**config.mk**
```make
export PLATFORM = sky130hd
export DESIGN_NAME = fp_add_sequencer
export DESIGN_NICKNAME = d
export VERILOG_FILES = /design/src/rtl/fp_add_pkg.sv /design/src/rtl/fp_lzc27.sv /design/src/rtl/fp_add_sequencer.sv
export SDC_FILE = /design/constraint.sdc
export NUM_CORES = 1
export LEC_CHECK = 0
export CAP_MARGIN = 20
export CORE_MARGIN = 8
export CORE_UTILIZATION = 46
export CTS_CLUSTER_DIAMETER = 40
export CTS_CLUSTER_SIZE = 25
export DETAILED_ROUTE_END_ITERATION = 7
export PLACE_DENSITY_LB_ADDON = 0.15
export REMOVE_ABC_BUFFERS = 1
export SLEW_MARGIN = 20
export SYNTH_ARGS = -nofsm -noshare
export SYNTH_HDL_FRONTEND = slang
export SYNTH_HIERARCHICAL = 1
export SYNTH_SLANG_ARGS = --single-unit
```
**constraint.sdc**
```tcl
create_clock -name clk -period 11.95 [get_ports clk]
set_input_delay 1.7925 -clock clk [delete_from_list [all_inputs] [get_ports clk]]
set_output_delay 1.7925 -clock clk [all_outputs]
set_load 0.05 [all_outputs]
```
**src/rtl/fp_add_pkg.sv**
```systemverilog
// Shared types, widths and helpers for the single-precision add/sub sequencer.
package fp_add_pkg;

    localparam int EXP_W  = 8;
    localparam int MAN_W  = 23;
    localparam int FRAC_W = 27;

    localparam logic [EXP_W-1:0] EXP_MAX = 8'd255;
    localparam logic [31:0]      QNAN    = 32'h7FC00000;

    localparam int G_IDX = 2;
    localparam int R_IDX = 1;
    localparam int S_IDX = 0;

    localparam logic [2:0] ST_IDLE  = 3'd0;
    localparam logic [2:0] ST_ALIGN = 3'd1;
    localparam logic [2:0] ST_ADD   = 3'd2;
    localparam logic [2:0] ST_NORM  = 3'd3;
    localparam logic [2:0] ST_ROUND = 3'd4;
    localparam logic [2:0] ST_DONE  = 3'd5;

    typedef enum logic [2:0] {
        S_IDLE  = ST_IDLE,
        S_ALIGN = ST_ALIGN,
        S_ADD   = ST_ADD,
        S_NORM  = ST_NORM,
        S_ROUND = ST_ROUND,
        S_DONE  = ST_DONE
    } state_t;

    // Subnormals (exp field 0) collapse to a zero fraction.
    function automatic logic [FRAC_W-1:0] unpackFrac(input logic [30:0] mag);
        if (mag[30:23] == 8'd0) begin
            return 27'd0;
        end else begin
            return {1'b1, mag[22:0], 3'b000};
        end
    endfunction

    function automatic logic roundUpRne(input logic lsb, input logic g,
                                        input logic r, input logic s);
        return g & (r | s | lsb);
    endfunction

endpackage

```
**src/rtl/fp_lzc27.sv**
```systemverilog
// Leading-zero count of a 27-bit working fraction; all-zero input returns 27.
module fp_lzc27
    import fp_add_pkg::*;
(
    input  logic [FRAC_W-1:0] frac,
    output logic [4:0]        count
);

    // Scan upward so the highest set bit wins.
    always_comb begin
        count = 5'd27;
        for (int i = 0; i < FRAC_W; i++) begin
            count = frac[i] ? 5'(26 - i) : count;
        end
    end

endmodule

```
**src/rtl/fp_add_sequencer.sv**
```systemverilog
// Multi-cycle IEEE-754 single-precision add/sub sequencer with valid/ready on both sides.
// Define ALIGN_FAST_EN for a single-cycle barrel-shift alignment step (fixed latency 4).
module fp_add_sequencer
    import fp_add_pkg::*;
(
    input  logic        clk,
    input  logic        rst_n,
    input  logic        in_valid,
    output logic        in_ready,
    input  logic [31:0] in_a,
    input  logic [31:0] in_b,
    input  logic        in_sub,
    output logic        out_valid,
    input  logic        out_ready,
    output logic [31:0] out_result,
    output logic        out_overflow,
    output logic        out_zero,
    output logic        busy
);

    state_t state_r, next_s;

    logic                    signRes_r, effSub_r, special_r, sumZero_r;
    logic [31:0]             specialRes_r;
    logic signed [EXP_W+1:0] exp_r;
    logic [FRAC_W-1:0]       fracA_r, fracB_r;
    logic [FRAC_W:0]         sum_r;
    logic [4:0]              alignCnt_r;

    logic        inReady_r, outValid_r, busy_r, overflow_r, zero_r;
    logic [31:0] result_r;

    logic              accept_s, swap_s, signB_s, bigSign_s, special_s;
    logic [30:0]       bigMag_s, smallMag_s;
    logic [EXP_W-1:0]  diff_s;
    logic [4:0]        k_s;
    logic [FRAC_W-1:0] fracSmall_s;
    logic [31:0]       specialCalc_s;
    logic              nanA_s, nanB_s, infA_s, infB_s;
    logic [4:0]        lzc_s;

    logic [24:0]             mantRnd_s;
    logic signed [EXP_W+1:0] expRnd_s;
    logic [MAN_W-1:0]        mantOut_s;

    assign accept_s = (state_r == S_IDLE) && in_valid;

    fp_lzc27 uLzc (
        .frac  (sum_r[FRAC_W-1:0]),
        .count (lzc_s)
    );

    // Operand unpack, magnitude ordering and special-value detection at capture.
    always_comb begin
        signB_s     = in_b[31] ^ in_sub;
        swap_s      = (in_b[30:0] > in_a[30:0]);
        bigMag_s    = swap_s ? in_b[30:0] : in_a[30:0];
        smallMag_s  = swap_s ? in_a[30:0] : in_b[30:0];
        bigSign_s   = swap_s ? signB_s : in_a[31];
        diff_s      = bigMag_s[30:23] - smallMag_s[30:23];
        k_s         = (diff_s >= 8'd27) ? 5'd27 : diff_s[4:0];
        fracSmall_s = unpackFrac(smallMag_s);
        if (diff_s >= 8'd27) begin
            fracSmall_s = {26'd0, |fracSmall_s};
        end else begin
            fracSmall_s = fracSmall_s;
        end

        nanA_s    = (in_a[30:23] == EXP_MAX) && (in_a[22:0] != 23'd0);
        nanB_s    = (in_b[30:23] == EXP_MAX) && (in_b[22:0] != 23'd0);
        infA_s    = (in_a[30:23] == EXP_MAX) && (in_a[22:0] == 23'd0);
        infB_s    = (in_b[30:23] == EXP_MAX) && (in_b[22:0] == 23'd0);
        special_s = (in_a[30:23] == EXP_MAX) || (in_b[30:23] == EXP_MAX);
        if (nanA_s || nanB_s || (infA_s && infB_s && (in_a[31] != signB_s))) begin
            specialCalc_s = QNAN;
        end else if (infA_s) begin
            specialCalc_s = {in_a[31], EXP_MAX, 23'd0};
        end else begin
            specialCalc_s = {signB_s, EXP_MAX, 23'd0};
        end
    end

    // Round-to-nearest-even on the normalised fraction held in fracA_r.
    always_comb begin
        mantRnd_s = {1'b0, fracA_r[FRAC_W-1:3]} +
                    {24'd0, roundUpRne(fracA_r[3], fracA_r[G_IDX], fracA_r[R_IDX], fracA_r[S_IDX])};
        expRnd_s  = exp_r + $signed({9'd0, mantRnd_s[24]});
        if (mantRnd_s[24]) begin
            mantOut_s = mantRnd_s[23:1];
        end else begin
            mantOut_s = mantRnd_s[22:0];
        end
    end

    // State register.
    always_ff @(posedge clk or negedge rst_n) begin
        if (!rst_n) begin
            state_r <= S_IDLE;
        end else begin
            state_r <= next_s;
        end
    end

    // Next-state decode.
    always_comb begin
        next_s = state_r;
        case (state_r)
            S_IDLE: begin
                if (in_valid) begin
                    if (special_s) begin
                        next_s = S_ROUND;
                    end else begin
`ifdef ALIGN_FAST_EN
                        next_s = S_ALIGN;
`else
                        next_s = (k_s == 5'd0) ? S_ADD : S_ALIGN;
`endif
                    end
                end else begin
                    next_s = S_IDLE;
                end
            end
            S_ALIGN: begin
`ifdef ALIGN_FAST_EN
                next_s = S_ADD;
`else
                next_s = (alignCnt_r == 5'd1) ? S_ADD : S_ALIGN;
`endif
            end
            S_ADD:   next_s = S_NORM;
            S_NORM:  next_s = S_ROUND;
            S_ROUND: next_s = S_DONE;
            S_DONE: begin
                if (out_ready) begin
                    next_s = S_IDLE;
                end else begin
                    next_s = S_DONE;
                end
            end
            default: next_s = S_IDLE;
        endcase
    end

    // Handshake and status outputs, registered from the next state.
    always_ff @(posedge clk or negedge rst_n) begin
        if (!rst_n) begin
            inReady_r  <= 1'b1;
            outValid_r <= 1'b0;
            busy_r     <= 1'b0;
        end else begin
            inReady_r  <= (next_s == S_IDLE);
            outValid_r <= (next_s == S_DONE);
            busy_r     <= (next_s != S_IDLE);
        end
    end

    // Datapath: capture, align, add, normalise, round/pack.
    always_ff @(posedge clk or negedge rst_n) begin
        if (!rst_n) begin
            signRes_r    <= 1'b0;
            effSub_r     <= 1'b0;
            special_r    <= 1'b0;
            sumZero_r    <= 1'b0;
            specialRes_r <= 32'd0;
            exp_r        <= 10'sd0;
            fracA_r      <= 27'd0;
            fracB_r      <= 27'd0;
            sum_r        <= 28'd0;
            alignCnt_r   <= 5'd0;
            result_r     <= 32'd0;
            overflow_r   <= 1'b0;
            zero_r       <= 1'b0;
        end else begin
            case (state_r)
                S_IDLE: begin
                    if (accept_s) begin
                        signRes_r    <= bigSign_s;
                        effSub_r     <= in_a[31] ^ signB_s;
                        special_r    <= special_s;
                        sumZero_r    <= 1'b0;
                        specialRes_r <= specialCalc_s;
                        exp_r        <= $signed({2'b00, bigMag_s[30:23]});
                        fracA_r      <= unpackFrac(bigMag_s);
                        fracB_r      <= fracSmall_s;
                        alignCnt_r   <= k_s;
                        overflow_r   <= 1'b0;
                        zero_r       <= 1'b0;
                    end
                end
                S_ALIGN: begin
`ifdef ALIGN_FAST_EN
                    fracB_r <= (fracB_r >> alignCnt_r) |
                               {26'd0, |(fracB_r & ~({FRAC_W{1'b1}} << alignCnt_r))};
`else
                    fracB_r    <= {1'b0, fracB_r[FRAC_W-1:2], fracB_r[1] | fracB_r[0]};
                    alignCnt_r <= alignCnt_r - 5'd1;
`endif
                end
                S_ADD: begin
                    if (effSub_r) begin
                        sum_r <= {1'b0, fracA_r} - {1'b0, fracB_r};
                    end else begin
                        sum_r <= {1'b0, fracA_r} + {1'b0, fracB_r};
                    end
                end
                S_NORM: begin
                    if (sum_r == 28'd0) begin
                        sumZero_r <= 1'b1;
                        fracA_r   <= 27'd0;
                    end else if (sum_r[FRAC_W] && !effSub_r) begin
                        fracA_r <= {sum_r[FRAC_W:2], sum_r[1] | sum_r[0]};
                        exp_r   <= exp_r + 10'sd1;
                    end else begin
                        fracA_r <= sum_r[FRAC_W-1:0] << lzc_s;
                        exp_r   <= exp_r - $signed({5'd0, lzc_s});
                    end
                end
                S_ROUND: begin
                    if (special_r) begin
                        result_r <= specialRes_r;
                    end else if (sumZero_r) begin
                        result_r <= 32'd0;
                        zero_r   <= 1'b1;
                    end else if (expRnd_s >= 10'sd255) begin
                        result_r   <= {signRes_r, EXP_MAX, 23'd0};
                        overflow_r <= 1'b1;
                    end else if (expRnd_s <= 10'sd0) begin
                        result_r <= {signRes_r, 31'd0};
                        zero_r   <= 1'b1;
                    end else begin
                        result_r <= {signRes_r, expRnd_s[EXP_W-1:0], mantOut_s};
                    end
                end
                default: begin
                    result_r <= result_r;
                end
            endcase
        end
    end

    assign in_ready     = inReady_r;
    assign out_valid    = outValid_r;
    assign busy         = busy_r;
    assign out_result   = result_r;
    assign out_overflow = overflow_r;
    assign out_zero     = zero_r;

endmodule

```
==> impl_metrics.csv <==
group,metric,value,unit
clocking,cts.htree.levels,4,
drt,via_count,12490,
logic_synthesis,synth_area,0.01290,mm²
timing,rsz0062_at_grt,"no",
clocking,cts_buffer_depth,2,
die,die_y,183.5,µm
drt,first_pass_iters,5,
setup_path,reg2reg_depth,19,
logic_synthesis,syn_area_per_cell,8.072,µm²
layout,drive_gt1_share,6.787,%
timing,worst_slew_pin_slew,1.012,ns
clocking,clk_pin_slew_worst_paths,0.07,ns
logic_synthesis,async_reset_ff_share,100.0,%
placement,dpl_worst_slack,5.085,ns
placement,routabilityCongestion,1.029,
drt,routed_via_density,6.115,
placement,portBuffers,105,
clocking,cts_tree,"built",
setup_path,endpoint,"fracB_r[16]",
die,die_x,183.5,µm
global_routing,track_usage,25.44,%
timing,tns,0,ns
logic_synthesis,yosysSeqAreaShare,27.95,%
layout,postLayoutCoreUtil,53.71,%
timing,fin_ws,5.486,ns
clocking,cts_resized,0,
setup_path,crit_type,"primary input to flop",
timing,drv_slew,0,
setup_path,r2r_start,"fracA_r[3]",
run_status,status,"finished clean",
logic_synthesis,synth_cell_type_count,84,
die,boundaryPins,106,
timing,hold_viol_final,0,
drt,drc,0,
logic_synthesis,synth_edf_count,0,
run,maxCapViolations,0,
setup_path,crit_start,"in_a[25]",
die,die-area,0.03365,mm²
global_routing,grt_max_degree,84,
logic_synthesis,synth_flop_cell,"dfrtp_1",
die,initial_core_util,46.56,%
setup_path,endpoint_kind,"flop",
clocking,clock-sinks,144,
placement,dp.final_hpwl,33100,µm
timing,period_minus_slack,6.464,ns
setup_path,crit_family,"simple AND/OR/NAND/NOR gates",
layout,nets,1799,
logic_synthesis,ys_seq_elements,144,
clocking,cts_root_buf,"clkbuf_16",
setup_path,r2r-end,"out_result[12]",
die,coreArea,0.02771,mm²
drt,totalWireLength,43140,µm
setup_path,critPathRequiredTime,12.30,ns
drt,avgRoutedWirePerCell,21.12,µm
timing,max-slew-margin-rel,32.53,%
hold_path,hp-class,"flop to flop",
global_routing,gr-total-overflow,0,
setup_path,crit_path_start_kind,"primary input",
setup_path,cpMostUsedCell,"ha_1",
drt,drt_iter0_markers,1092,
setup_path,slowest_delay,0.60,ns
clocking,clkLatencyLatePin,0.43,ns
setup_path,crit_fanout,24,
logic_synthesis,synthCells,1598,
timing,max_freq,0.1547,GHz
drt,ant_nets,0,
global_routing,grt_pass1_wl,67390,µm
timing,fin_crit_sh,54.10,%
layout,num_antenna_cells,0,
layout,stdcell_area,0.01488,mm²
logic_synthesis,yosys_warnings,6,
clocking,postCtsSetupRepairBufs,0,
layout,area_growth,15.36,%
global_routing,grt_pass1_vias,11840,
setup_path,path_depth,18,
setup_path,cpMaxStageDelayCell,"nand4_1",
clocking,cts_made_buffers,17,
setup_path,crit_chain,"clkdlybuf4s50_1 > inv_1 > ha_1 > nand2_1 > nor3_1 > a221oi_1 > nand4_1 > nand2_4 > mux2i_1 > ha_1 > and2_1 > o2111ai_1 > a21oi_1 > a2111oi_2 > o21ai_1 > or3b_1 > buf_4 > o221ai_1",
timing,fin_skew,0.008748,ns
setup_path,path_buf_inv,3,
setup_path,crit_arrival,6.81,ns
timing,setup_violations,0,
clocking,hold_buffers,0,
placement,place_area,0.01422,mm²
setup_path,rrSetupSlack,5.71,ns
global_routing,antenna_found_initial,1,
hold_path,whs_path_depth,1,
die,rows,61,
-- cells in the mapped netlist (all sizes together) (33+ instances only) --
master | count | area (µm²)
nand2 | 184 | 690.7
dfrtp | 143 | 3578
a21oi | 139 | 699.4
nor2 | 131 | 491.7
o21ai | 108 | 540.5
inv | 81 | 304.0
ha | 76 | 950.9
clkbuf | 63 | 236.5
mux2i | 55 | 550.5
xnor2 | 55 | 481.7
nand3 | 49 | 245.2
nor3 | 37 | 185.2
nor4 | 35 | 234.0
o221ai | 34 | 316.6
o21a | 33 | 247.7
-- logic make-up after synthesis --
family | count (synthesis) | share of synthesized area (%)
XOR/XNOR | 85 | 5.772
AO/OA/AOI/OAI | 485 | 25.14
AND/OR/NAND/NOR | 559 | 20.76
adder cells (fa/ha/maj) | 78 | 7.683
multiplexers | 76 | 7.411
flip-flops | 144 | 27.95
buffers and inverters | 171 | 5.287
-- state kept, by name, indices dropped and copies added (netlist names) --
register and count:
in_ready 1, sum_r 28, specialRes_r 3, exp_r 10, special_r 1, alignCnt_r 5, busy 1, out_zero 1
signRes_r 1, out_valid 1, fracB_r 27, fracA_r 27, effSub_r 1, sumZero_r 1, out_overflow 1, state_r 3
out_result 32
-- layout make-up --
type,instances,area [µm²]
fill,2665,12830
multi-input combinational,1283,8646
sequential,144,3605
timing repair buffer,123,1191
tap,378,473.0
clock buffer,19,442.9
inverter,83,311.5
clock inverter,13,210.2
-- worst register-to-register path: cells and delay by family, from the launching register on --
family / cells / cell delay, ns
AOI/OAI and AO/OA: 5 / 1.47
DFF: 1 / 0.42
and+or+nand+nor: 11 / 3.53
adders and majority gates: 3 / 0.73
-- routing by layer --
| layer | part of all wire, % | GRT usage (%) | vias up |
|---|---|---|---|
| li1 | - | - | 5997 |
| met1 | 48 | 36.50 | 6015 |
| met2 | 44 | 38.31 | 420 |
| met3 | 5.9 | 4.249 | 58 |
| met4 | 2.7 | 8.198 | 2 |
| met5 | 0.028 | 0 | - |
-- placed cells by master (no fill, tap or decap), types with 9 or more instances in the layout --
cell type          n
o211ai_1          16
clkdlybuf4s50_1  104
xnor2_1           55
nor4_1            34
o22ai_1           10
a211oi_1          10
and2_1            13
nor2b_1           17
a31oi_1           17
clkbuf_16         17
nand4_1           22
buf_4             17
a22oi_1           15
and3_1            19
xor2_1            30
o22ai_2           17
ha_1              76
mux2i_1           55
a21oi_1          137
nand2b_1          14
o21a_1            33
nor3_1            37
nor2_1           130
o221ai_1          31
nand3_1           49
a21o_1            13
o21bai_1           9
inv_1             81
o31ai_1           13
o21ai_0          102
nand2_1          183
dfrtp_1          143
mux4_2            15
-- through the flow --
step	cells	hold slack [ns]
2_1_floorplan	1510	0.4350
3_5_place_dp	2011	0.4583
3_3_place_gp	2011	0.4539
4_1_cts	2043	0.4734
6_report	2043	0.4808
5_1_grt	2043	0.4907
-- worst min-delay path by stage --
stage	end	slack, ns	start
after CTS	specialRes_r[30]	0.47	specialRes_r[30]
after detailed placement	specialRes_r[30]	0.46	specialRes_r[30]
final	specialRes_r[30]	0.48	specialRes_r[30]
after floorplan	specialRes_r[30]	0.44	specialRes_r[30]
after global placement	specialRes_r[30]	0.45	specialRes_r[30]
after global routing	specialRes_r[30]	0.49	specialRes_r[30]
Power is not shown: default switching activity piles up to over one toggle a cycle in this logic, so the estimate is an artifact.
